File: config.mk
export PLATFORM = sky130hd
export DESIGN_NAME = lsu_mio_flat
export DESIGN_NICKNAME = d
export VERILOG_FILES = /design/src/rtl/lsu_mio_pkg.sv /design/src/rtl/lsu_mio_if.sv /design/src/rtl/lsu_mio_lane.sv /design/src/rtl/lsu_mio.sv /design/src/flat_wrapper.sv
export SDC_FILE = /design/constraint.sdc
export NUM_CORES = 1
export LEC_CHECK = 0
export BUFFER_PORTS_ARGS = -buffer_cell sky130_fd_sc_hd__buf_2
export CAP_MARGIN = 10
export CORE_UTILIZATION = 40
export DETAILED_ROUTE_END_ITERATION = 10
export PLACE_DENSITY = 0.66
export SLEW_MARGIN = 20
export SYNTH_ARGS = -nofsm -noshare
export SYNTH_HDL_FRONTEND = slang
export SYNTH_SLANG_ARGS = --single-unit
File: constraint.sdc
create_clock -name clk -period 2.15 [get_ports clk]
set_input_delay 0.215 -clock clk [delete_from_list [all_inputs] [get_ports clk]]
set_output_delay 0.215 -clock clk [all_outputs]
set_load 0.005 [all_outputs]
File: src/rtl/lsu_mio_pkg.sv
// -----------------------------------------------------------------------------
// lsu_pkg
// Shared definitions for the lsu_mio load/store unit:
//   - lsu_f3_e    : RISC-V funct3 load/store type codes
//   - lsu_state_e : access FSM state encoding (also exported as a debug port)
//   - size_bytes  : funct3 -> access size in bytes (1 << funct3[1:0])
//   - type_illegal: funct3 codes the datapath width cannot serve
// -----------------------------------------------------------------------------
package lsu_pkg;

  typedef enum logic [2:0] {
    F3_B   = 3'b000,
    F3_H   = 3'b001,
    F3_W   = 3'b010,
    F3_D   = 3'b011,
    F3_BU  = 3'b100,
    F3_HU  = 3'b101,
    F3_WU  = 3'b110,
    F3_BAD = 3'b111
  } lsu_f3_e;

  typedef enum logic [1:0] {
    ST_IDLE  = 2'd0,
    ST_BEAT0 = 2'd1,
    ST_BEAT1 = 2'd2,
    ST_RESP  = 2'd3
  } lsu_state_e;

  // Access size in bytes; bit 2 of funct3 only selects zero extension.
  function automatic logic [3:0] size_bytes(input logic [2:0] f3);
    return 4'd1 << f3[1:0];
  endfunction

  // 111 is never legal; d and wu only exist on a 64-bit datapath.
  function automatic logic type_illegal(input logic [2:0] f3, input int xlen);
    return (f3 == F3_BAD) || ((xlen == 32) && ((f3 == F3_D) || (f3 == F3_WU)));
  endfunction

endpackage

File: src/rtl/lsu_mio_if.sv
// -----------------------------------------------------------------------------
// lsu_mio_if
// Bundles the CPU request/response handshake and the memory/MIO bus beat
// signals of lsu_mio.
//   slave  modport : the load/store unit itself
//   master modport : the CPU datapath plus the memory responder
// Request side : req_valid, req_ready, req_we, req_type, req_addr, req_wdata
// Response side: resp_valid, resp_rdata, resp_err
// Bus side     : mem_req, mem_w, wea, Addr_out, Data_out, Data_in, MIO_ready
// -----------------------------------------------------------------------------
interface lsu_mio_if #(
  parameter int XLEN   = 32,
  parameter int ADDR_W = 32
);
  localparam int NB = XLEN / 8;

  logic              req_valid;
  logic              req_ready;
  logic              req_we;
  logic [2:0]        req_type;
  logic [ADDR_W-1:0] req_addr;
  logic [XLEN-1:0]   req_wdata;

  logic              resp_valid;
  logic [XLEN-1:0]   resp_rdata;
  logic              resp_err;

  logic              mem_req;
  logic              mem_w;
  logic [NB-1:0]     wea;
  logic [ADDR_W-1:0] Addr_out;
  logic [XLEN-1:0]   Data_out;
  logic [XLEN-1:0]   Data_in;
  logic              MIO_ready;

  modport slave (
    input  req_valid, req_we, req_type, req_addr, req_wdata, Data_in, MIO_ready,
    output req_ready, resp_valid, resp_rdata, resp_err,
    output mem_req, mem_w, wea, Addr_out, Data_out
  );

  modport master (
    output req_valid, req_we, req_type, req_addr, req_wdata, Data_in, MIO_ready,
    input  req_ready, resp_valid, resp_rdata, resp_err,
    input  mem_req, mem_w, wea, Addr_out, Data_out
  );

endinterface

File: src/rtl/lsu_mio_lane.sv
// -----------------------------------------------------------------------------
// lsu_lane
// Combinational byte-lane steering for lsu_mio.
//   i_off    : byte offset of the access inside the bus word
//   i_type   : funct3 of the access (size and sign/zero extension)
//   i_beat1  : 1 while the second beat of a split access is on the bus
//   i_wdata  : right-aligned store data
//   i_lo/i_hi: read data captured in beat 0 / beat 1
//   o_wea    : byte write enables for the current beat
//   o_data   : lane-shifted write data for the current beat
//   o_rdata  : merged, truncated and extended load result
// -----------------------------------------------------------------------------
module lsu_lane
  import lsu_pkg::*;
#(
  parameter  int XLEN = 32,
  localparam int NB   = XLEN / 8,
  localparam int OW   = $clog2(NB)
) (
  input  logic [OW-1:0]   i_off,
  input  logic [2:0]      i_type,
  input  logic            i_beat1,
  input  logic [XLEN-1:0] i_wdata,
  input  logic [XLEN-1:0] i_lo,
  input  logic [XLEN-1:0] i_hi,
  output logic [NB-1:0]   o_wea,
  output logic [XLEN-1:0] o_data,
  output logic [XLEN-1:0] o_rdata
);

  localparam logic [OW:0] C_NB = (OW+1)'(NB);

  logic [3:0]      w_size;
  logic [4:0]      w_end;
  logic [OW:0]     w_noff;
  logic [XLEN-1:0] w_sh;
  logic [XLEN-1:0] w_mask;
  logic [XLEN-1:0] w_top;
  logic            w_sbit;

  assign w_size = size_bytes(i_type);
  // One past the last byte of the access, counted from the beat-0 word.
  assign w_end  = 5'(i_off) + 5'(w_size);
  assign w_noff = C_NB - {1'b0, i_off};

  // Beat 0 covers bytes [off, end) clipped to the word; beat 1 covers the
  // spill-over, i.e. byte i of the next word when i + NB < end.
  always_comb begin
    o_wea = '0;
    for (int i = 0; i < NB; i++) begin
      if (i_beat1) o_wea[i] = (5'(i) + 5'(NB)) < w_end;
      else         o_wea[i] = (5'(i) >= 5'(i_off)) && (5'(i) < w_end);
    end
  end

  assign o_data = i_beat1 ? (i_wdata >> {w_noff, 3'b000})
                          : (i_wdata << {i_off, 3'b000});

  // Load: bring the addressed byte to lane 0, keep S bytes, extend from the
  // top kept bit. w_top isolates the most significant bit of the mask.
  assign w_sh   = XLEN'({i_hi, i_lo} >> {i_off, 3'b000});
  assign w_mask = ~({XLEN{1'b1}} << {w_size, 3'b000});
  assign w_top  = w_mask & ~(w_mask >> 1);
  assign w_sbit = |(w_sh & w_top);

  assign o_rdata = (w_sh & w_mask) | ((!i_type[2] && w_sbit) ? ~w_mask : '0);

endmodule

File: src/rtl/lsu_mio.sv
// -----------------------------------------------------------------------------
// lsu_mio
// Multi-cycle load/store engine between the CPU datapath and the memory/MIO
// bus. Accepts one request at a time, issues one or two bus beats, and returns
// a one-cycle response with extended load data or an error flag.
//   clk         : rising-edge clock
//   reset       : asynchronous, active-low reset
//   bus         : lsu_mio_if.slave (request, response and bus beat signals)
//   o_dbg_state : current FSM state, for observation only
// Optional feature macro: LSU_MISALIGN_EN
//   defined   -> misaligned accesses run in one beat, or two when they cross
//                the bus word
//   undefined -> misaligned accesses return resp_err with no bus beat
//
// Handshake: a request transfers on a rising edge where req_valid and
// req_ready are both 1; req_ready is 1 only in IDLE. A bus beat completes on
// a rising edge where mem_req and MIO_ready are both 1; all bus outputs hold
// until then. resp_valid is a single-cycle pulse with no back-pressure.
// -----------------------------------------------------------------------------
module lsu_mio
  import lsu_pkg::*;
#(
  parameter int XLEN   = 32,
  parameter int ADDR_W = 32
) (
  input  logic       clk,
  input  logic       reset,
  lsu_mio_if.slave   bus,
  output lsu_state_e o_dbg_state
);

  localparam int NB = XLEN / 8;
  localparam int OW = $clog2(NB);

  lsu_state_e        r_state;
  lsu_state_e        w_next;
  logic              r_we;
  logic [2:0]        r_type;
  logic [ADDR_W-1:0] r_addr;
  logic [XLEN-1:0]   r_wdata;
  logic [XLEN-1:0]   r_lo;
  logic              r_err;

  logic              w_req_err;
  logic [ADDR_W-1:0] w_base;
  logic              w_beat1;
  logic [XLEN-1:0]   w_hi;
  logic [NB-1:0]     w_lane_wea;
  logic [XLEN-1:0]   w_lane_data;
  logic [XLEN-1:0]   w_lane_rdata;

`ifdef LSU_MISALIGN_EN
  logic [XLEN-1:0]   r_hi;
  logic              w_split;

  assign w_req_err = type_illegal(bus.req_type, XLEN);
  // The access spills into the next word when off + S exceeds the lane count.
  assign w_split   = (5'(r_addr[OW-1:0]) + 5'(size_bytes(r_type))) > 5'(NB);
  assign w_beat1   = (r_state == ST_BEAT1);
  assign w_hi      = r_hi;
`else
  logic [3:0]        w_req_size;
  logic              w_req_misalign;

  assign w_req_size     = size_bytes(bus.req_type);
  assign w_req_misalign = (OW'(w_req_size - 4'd1) & bus.req_addr[OW-1:0]) != '0;
  assign w_req_err      = type_illegal(bus.req_type, XLEN) || w_req_misalign;
  assign w_beat1        = 1'b0;
  assign w_hi           = '0;
`endif

  assign w_base      = {r_addr[ADDR_W-1:OW], {OW{1'b0}}};
  assign o_dbg_state = r_state;

  lsu_lane #(.XLEN(XLEN)) u_lane (
    .i_off   (r_addr[OW-1:0]),
    .i_type  (r_type),
    .i_beat1 (w_beat1),
    .i_wdata (r_wdata),
    .i_lo    (r_lo),
    .i_hi    (w_hi),
    .o_wea   (w_lane_wea),
    .o_data  (w_lane_data),
    .o_rdata (w_lane_rdata)
  );

  always_ff @(posedge clk or negedge reset) begin
    if (!reset) r_state <= ST_IDLE;
    else        r_state <= w_next;
  end

  always_ff @(posedge clk or negedge reset) begin
    if (!reset) begin
      r_we    <= 1'b0;
      r_type  <= '0;
      r_addr  <= '0;
      r_wdata <= '0;
      r_err   <= 1'b0;
      r_lo    <= '0;
    end else begin
      if (r_state == ST_IDLE && bus.req_valid) begin
        r_we    <= bus.req_we;
        r_type  <= bus.req_type;
        r_addr  <= bus.req_addr;
        r_wdata <= bus.req_wdata;
        r_err   <= w_req_err;
      end
      if (r_state == ST_BEAT0 && bus.MIO_ready) r_lo <= bus.Data_in;
    end
  end

`ifdef LSU_MISALIGN_EN
  always_ff @(posedge clk or negedge reset) begin
    if (!reset)                                    r_hi <= '0;
    else if (r_state == ST_BEAT1 && bus.MIO_ready) r_hi <= bus.Data_in;
  end
`endif

  always_comb begin
    w_next         = r_state;
    bus.req_ready  = 1'b0;
    bus.mem_req    = 1'b0;
    bus.mem_w      = 1'b0;
    bus.wea        = '0;
    bus.Addr_out   = '0;
    bus.Data_out   = '0;
    bus.resp_valid = 1'b0;
    bus.resp_rdata = '0;
    bus.resp_err   = 1'b0;
    unique case (r_state)
      ST_IDLE: begin
        bus.req_ready = 1'b1;
        if (bus.req_valid) w_next = w_req_err ? ST_RESP : ST_BEAT0;
      end
      ST_BEAT0: begin
        bus.mem_req  = 1'b1;
        bus.mem_w    = r_we;
        bus.Addr_out = w_base;
        if (r_we) begin
          bus.wea      = w_lane_wea;
          bus.Data_out = w_lane_data;
        end
`ifdef LSU_MISALIGN_EN
        if (bus.MIO_ready) w_next = w_split ? ST_BEAT1 : ST_RESP;
`else
        if (bus.MIO_ready) w_next = ST_RESP;
`endif
      end
      ST_BEAT1: begin
`ifdef LSU_MISALIGN_EN
        bus.mem_req  = 1'b1;
        bus.mem_w    = r_we;
        bus.Addr_out = w_base + ADDR_W'(NB);
        if (r_we) begin
          bus.wea      = w_lane_wea;
          bus.Data_out = w_lane_data;
        end
        if (bus.MIO_ready) w_next = ST_RESP;
`else
        w_next = ST_IDLE;
`endif
      end
      ST_RESP: begin
        bus.resp_valid = 1'b1;
        bus.resp_err   = r_err;
        if (!r_err && !r_we) bus.resp_rdata = w_lane_rdata;
        w_next = ST_IDLE;
      end
      default: w_next = ST_IDLE;
    endcase
  end

endmodule

File: src/flat_wrapper.sv
// flat-port wrapper written by rule: the top's interface ports become plain ports
module lsu_mio_flat import lsu_pkg::*;
#(
  parameter int XLEN   = 32,
  parameter int ADDR_W = 32
)
  (clk, reset, o_dbg_state, bus_req_valid, bus_req_we, bus_req_type, bus_req_addr, bus_req_wdata, bus_Data_in, bus_MIO_ready, bus_req_ready, bus_resp_valid, bus_resp_rdata, bus_resp_err, bus_mem_req, bus_mem_w, bus_wea, bus_Addr_out, bus_Data_out);
  lsu_mio_if #(.XLEN(XLEN), .ADDR_W(ADDR_W)) bus_i ();
  input  logic clk;
  input  logic reset;
  output lsu_state_e o_dbg_state;
  input wire logic [$bits(bus_i.req_valid)-1:0] bus_req_valid;
  input wire logic [$bits(bus_i.req_we)-1:0] bus_req_we;
  input wire logic [$bits(bus_i.req_type)-1:0] bus_req_type;
  input wire logic [$bits(bus_i.req_addr)-1:0] bus_req_addr;
  input wire logic [$bits(bus_i.req_wdata)-1:0] bus_req_wdata;
  input wire logic [$bits(bus_i.Data_in)-1:0] bus_Data_in;
  input wire logic [$bits(bus_i.MIO_ready)-1:0] bus_MIO_ready;
  output wire logic [$bits(bus_i.req_ready)-1:0] bus_req_ready;
  output wire logic [$bits(bus_i.resp_valid)-1:0] bus_resp_valid;
  output wire logic [$bits(bus_i.resp_rdata)-1:0] bus_resp_rdata;
  output wire logic [$bits(bus_i.resp_err)-1:0] bus_resp_err;
  output wire logic [$bits(bus_i.mem_req)-1:0] bus_mem_req;
  output wire logic [$bits(bus_i.mem_w)-1:0] bus_mem_w;
  output wire logic [$bits(bus_i.wea)-1:0] bus_wea;
  output wire logic [$bits(bus_i.Addr_out)-1:0] bus_Addr_out;
  output wire logic [$bits(bus_i.Data_out)-1:0] bus_Data_out;
  assign bus_i.req_valid = bus_req_valid;
  assign bus_i.req_we = bus_req_we;
  assign bus_i.req_type = bus_req_type;
  assign bus_i.req_addr = bus_req_addr;
  assign bus_i.req_wdata = bus_req_wdata;
  assign bus_i.Data_in = bus_Data_in;
  assign bus_i.MIO_ready = bus_MIO_ready;
  assign bus_req_ready = bus_i.req_ready;
  assign bus_resp_valid = bus_i.resp_valid;
  assign bus_resp_rdata = bus_i.resp_rdata;
  assign bus_resp_err = bus_i.resp_err;
  assign bus_mem_req = bus_i.mem_req;
  assign bus_mem_w = bus_i.mem_w;
  assign bus_wea = bus_i.wea;
  assign bus_Addr_out = bus_i.Addr_out;
  assign bus_Data_out = bus_i.Data_out;
  lsu_mio #(.XLEN(XLEN), .ADDR_W(ADDR_W)) u_core (.clk(clk), .reset(reset), .bus(bus_i), .o_dbg_state(o_dbg_state));
endmodule
==> Yosys cells after proc, flatten, opt, wreduce, memory -nomap -nowiden <==
Index checks and enable logic that the tools add are counted.
{ "op_classes": {"addsub": 2, "n_lt_le_gt_ge": 7, "eq_ne": 8, "shift": 5, "n_mux": 17, "bitwise_logic": 8, "reduce_logical": 18} }
{ "op_table": {"columns": ["cell", "count"], "rows": [
  ["$mux 32", 6],
  ["$and 32x32->32", 3],
  ["$not 32->32", 2],
  ["$not 31->32", 1],
  ["$or 32x32->32", 1],
  ["$reduce_or 32->1", 1],
  ["$shl 32x5->32", 1],
  ["$shl 32x7->32 const A", 1],
  ["$shr 32x5->32", 1],
  ["$lt 1x5->1 const A", 2],
  ["$lt 2x5->1 const A", 2],
  ["$mux 4", 2],
  ["$logic_and 1x1->1", 7],
  ["$eq 3x3->1 const B", 2],
  ["$mux 2", 3],
  ["$pmux 2 s3", 1],
  ["$add 2x4->5", 1],
  ["$mux 1", 5],
  ["$eq 2x2->1 const B", 2],
  ["$ge 1x2->1 const A", 2],
  ["$ne 2x2->1 const B", 2],
  ["$shl 1x2->4 const A", 1],
  ["$eq 3x2->1 const B", 1],
  ["$logic_not 1->1", 3],
  ["10 further kinds", 12]
]} }
{ "totals": {"ff_bits": 103, "input_bits": 104, "output_inout_bits": 107, "wordCells": 72} }

==> Logic depth before layout (Yosys ltp) <==
{ "logic_depth": {"depth_word": 12, "mapped_depth": 7, "ltp_nobuf": 7} }

==> By module <==
Synthesis repeated with hierarchy kept, for this count alone.
{ "hier_totals": {"hier_cells": 684, "area_unflattened_um2": 7054.3} }
{ "by_module_without_submodules": {"columns": ["mod", "instances", "cells_per_inst", "area_each_um2", "seq_area_each_um2"], "rows": [
  ["lsu_mio", 1, 344, 4885.9, 2577.5],
  ["lsu_lane", 1, 340, 2168.3, 0.0]
]} }

==> Least setup slack after synthesis <==
OpenSTA, ideal clock, no wires.
{ "synth_path": {"path_type": "register -> output", "start": "reg u_core.r_type[0]", "end": "out bus_wea[2]", "arrival_time_ps": 1880, "t_required_ps": 1935, "path_slack_ps": 55, "stages_incl_launch_ff": 8, "path_buffers": 0, "path_cell_list": "dfrtp_1 > or2_2 > clkinv_1 > ha_1 > fa_1 > nor4bb_1 > o2bb2ai_1 > a221oi_1"} }
{ "synth_between": {"elab_chain_len": 6} }
{ "synth_rtl": {"columns": ["element", "line", "source"], "rows": [
  ["start: declaration", "lsu_mio.sv:38", "logic [2:0] r_type;"],
  ["start signal: assignment", "lsu_mio.sv:103", "r_type <= bus.req_type;"],
  ["$shl 1x2->4", "lsu_mio_pkg.sv:31", "return 4'd1 << f3[1:0];"],
  ["$add 2x4->5", "lsu_mio_lane.sv:43", "assign w_end = 5'(i_off) + 5'(w_size);"],
  ["$lt 2x5->1", "lsu_mio_lane.sv:52", "else o_wea[i] = (5'(i) >= 5'(i_off)) && (5'(i) < w_end);"],
  ["$logic_and 1x1->1", "lsu_mio_lane.sv:52", null],
  ["$mux 4", "lsu_mio.sv:139", "if (r_we) begin"],
  ["$mux 4", "lsu_mio.sv:130", "unique case (r_state)"],
  ["end: declaration", "flat_wrapper.sv:25", "output wire logic [$bits(bus_i.wea)-1:0] bus_wea;"]
]} }
No other way between the ends.

==> Worst setup path after layout <==
Ends and elaborated chain as after synthesis.

==> run_results.csv <==
group,metric,value,unit
flow_run,drv_cap,0,
worst_setup_path,required,1.93,ns
grt,grt_pass1_wl,23.3,mm
layout,n_antenna_cell,0,
sta,setup_ws,-0.154,ns
logic_synthesis,synthTopCellsByArea,"dfrtp_1 44%, mux2_4 17%, mux2_2 8.0%, mux2i_1 5.4%, and2_1 4.2%",
power,power_density,1570,nW/µm²
sta,max_freq,434,MHz
worst_setup_path,cp.arrival,2.09,ns
sta,setup_tns,-0.904,ns
worst_setup_path,ff2ff_path_depth,4,
detailed_routing,ant_nets,0,
worst_setup_path,cp-startpoint,"u_core.r_type[0]$_DFFE_PN0P_",
worst_setup_path,path_class,"reg2out",
floorplan,die_area,15300,µm²
clock_tree,root_buffer,"clkbuf_16",
layout,final_common_cell,"buf_2",
detailed_routing,dr.pass1.iters,4,
sta,hold_viol,0,
sta,clock_skew,0.00532,ns
power,leakagePower,4.05,nW
worst_setup_path,rr_startpoint,"u_core.o_dbg_state[0]$_DFFE_PN0P_",
clock_tree,ctsLongestPathBuffers,2,
sta,maxSlewHeadroom,61.8,%
worst_setup_path,start_kind,"flop",
hold_path,min-delay-start,"bus_req_wdata[1]",
hold_path,holdPathStages,2,
sta,slew_viol_final,0,
layout,mostFrequentLayoutCells,"208 x buf_2, 100 x dfrtp_1, 66 x mux2_4",
worst_setup_path,path_cells,"or2_4 -> clkinv_4 -> ha_4 -> fa_2 -> nor4bb_4 -> o2bb2ai_4 -> a221oi_2 -> buf_2",
grt,grt_max_degree,52,
grt,grt_overflow,0,
placed_design,portBuffers,208,
logic_synthesis,ys_warn_count,0,
sta,period_share,107,%
grt,grt_usage,20.1,%
layout,final_area,7950,µm²
power,power.total,12.5,mW
sta,min_period,2.30,ns
layout,syn2layout_area_growth,34.3,%
worst_setup_path,rrSetupSlack,0.42,ns
detailed_routing,wl_per_cell,17.3,µm
run_status,failed_checks,"negative setup slack",
grt,antenna_found_initial,1,
placed_design,placed_area,7160,µm²
worst_setup_path,critPathMaxFanout,3,
logic_synthesis,synth_top_area_share,43.5,%
floorplan,fp-row-count,44,
logic_synthesis,synth_area_leader_cell,"dfrtp_1",
clock_tree,cts_tree,"yes",
logic_synthesis,synth_cell_types,45,
detailed_routing,drc_errors,0,
logic_synthesis,avgSynthCellArea,12.3,µm²
floorplan,die_h,124,µm
layout,drive_gt1_share,59.2,%
logic_synthesis,netlist_instances,481,
layout,final_net_count,813,
detailed_routing,drtIter0Drc,235,
logic_synthesis,synthFlopType,"dfrtp_1",
logic_synthesis,syn-cell-area,5920,µm²
worst_setup_path,cp_slowest_cell,"dfrtp_1",
placed_design,gp_congestion,0.893,
floorplan,ios,211,
placed_design,hpwl,11.1,mm
floorplan,coreArea,14500,µm²
worst_setup_path,cp_top_family,"adder cells",
logic_synthesis,synth_seq_cells,103,
hold_path,hold_path_class,"in2reg",
floorplan,start_util,40.9,%
clock_tree,clkSinkCount,103,
clock_tree,clock_latency,0.34,ns
logic_synthesis,synthArstFlopShare,100,%
sta,rsz0062_at_grt,"yes",
sta,holdWs,0.101,ns
logic_synthesis,synth_edf_count,0,
detailed_routing,viasPerCell,5.22,
layout,fill_cells,1257,
worst_setup_path,cp.depth,8,
logic_synthesis,synth-seq-area-share,43.5,%
worst_setup_path,worstSetupEndpointType,"primary output",
grt,grt_pass1_vias,4546,
clock_tree,htreeDepth,3,
power,vdd_drop_max,652,µV
floorplan,die_w,124,µm
sta,setup_viol,19,
clock_tree,clk_pin_slew,0.07,ns
clock_tree,numCtsBuffers,9,
worst_setup_path,worst-path-buf-inv,2,
worst_setup_path,worst_path_largest_cell_delay,0.37,ns
detailed_routing,wirelength,15.4,mm
detailed_routing,vias,4673,
sta,worst_pin_slew,0.574,ns
run_status,outcome,"finished, violations left",
cell usage after synthesis (2+ instances only):
library cell / instances
o22ai_1: 8
buf_12: 6
o22a_1: 7
nor2b_1: 13
dfrtp_1: 103
nand4_1: 8
and2_1: 40
o21ai_0: 8
buf_4: 7
inv_1: 5
clkbuf_1: 12
mux4_2: 2
buf_2: 11
ha_1: 2
buf_6: 2
mux2_4: 66
buf_1: 2
a221oi_1: 8
mux2_2: 42
nor2_1: 30
o31ai_1: 2
a211oi_1: 24
nor3_1: 7
mux2i_1: 32
nand2_1: 14
metrics by stage:
stage | worst slack, ns | utilization, % | cells
final | -0.154 | 54.9 | 895
after global routing | -0.253 | 54.9 | 895
after CTS | -0.174 | 53.6 | 889
after detailed placement | 0.0132 | 49.4 | 859
after global placement | 0.0908 | 49.4 | 859
after floorplan | 0.0552 | - | 482
worst register-to-register path, stage by stage, from the launching register on:
cell and delay [ns]:
dfrtp_1 0.40, buf_4 0.17, or3b_4 0.42, buf_12 0.23
mux2_4 0.40
path summary, 6_finish.rpt:
path	endpoint
max	bus_wea[2]
min	u_core.r_wdata[1]$_DFFE_PN0P_
max reg2reg	u_core.r_wdata[14]$_DFFE_PN0P_
min reg2reg	u_core.r_lo[14]$_DFFE_PN0P_
max in group asynchronous	u_core.r_lo[7]$_DFFE_PN0P_
min in group asynchronous	u_core.r_lo[2]$_DFFE_PN0P_
cell type report:
type	count	area, µm²	area share, %
tap	184	230	2.89
clock inverter	7	95.1	1.20
timing repair buffer	252	1490	18.7
multi-input combinational	334	3300	41.6
inverter	6	27.5	0.346
sequential	103	2580	32.5
clock buffer	9	225	2.83
metal layers:
layer | routed length [µm] | vias up | GRT usage [%]
met3 | 1110 | 29 | 4.95
met1 | 6720 | 2276 | 26.7
met5 | 10 | - | 0
met2 | 7220 | 187 | 30.7
met4 | 388 | 2 | 9.04
li1 | - | 2179 | -
report_power, final:
group	total [mW]	leakage [nW]	switching [mW]	internal (mW)
Clock	1.74	0.156	0.719	1.02
Sequential	3.79	1.21	0.841	2.95
Combinational	6.94	2.68	3.13	3.82
Total	12.5	4.05	4.69	7.79
kinds of logic after synthesis:
kind of cell | count (synthesis) | synth area share, %
AND/OR/NAND/NOR | 120 | 11.0
multiplexers | 142 | 30.9
AO/OA/AOI/OAI | 66 | 8.32
buffers and inverters | 46 | 5.49
flip-flops | 103 | 43.5
other | 1 | 0.0633
adder cells (fa/ha/maj) | 3 | 0.760
sequential cells by signal, indices dropped and copies added (netlist names):
signal	flops
u_core.r_lo	32
u_core.r_wdata	32
u_core.r_err	1
u_core.r_we	1
u_core.r_addr	32
u_core.o_dbg_state	2
u_core.r_type	3
timing repair:
item                       CTS  global route
setup endpoints to repair   52            33
gates resized for setup     30            33
hold buffers                 1             0
pin swaps                   14             6
buffers inserted            10             6
gates cloned                 3             0
hold endpoints to repair    39             0
No activity file was read; power rests on OpenSTA's default activity.
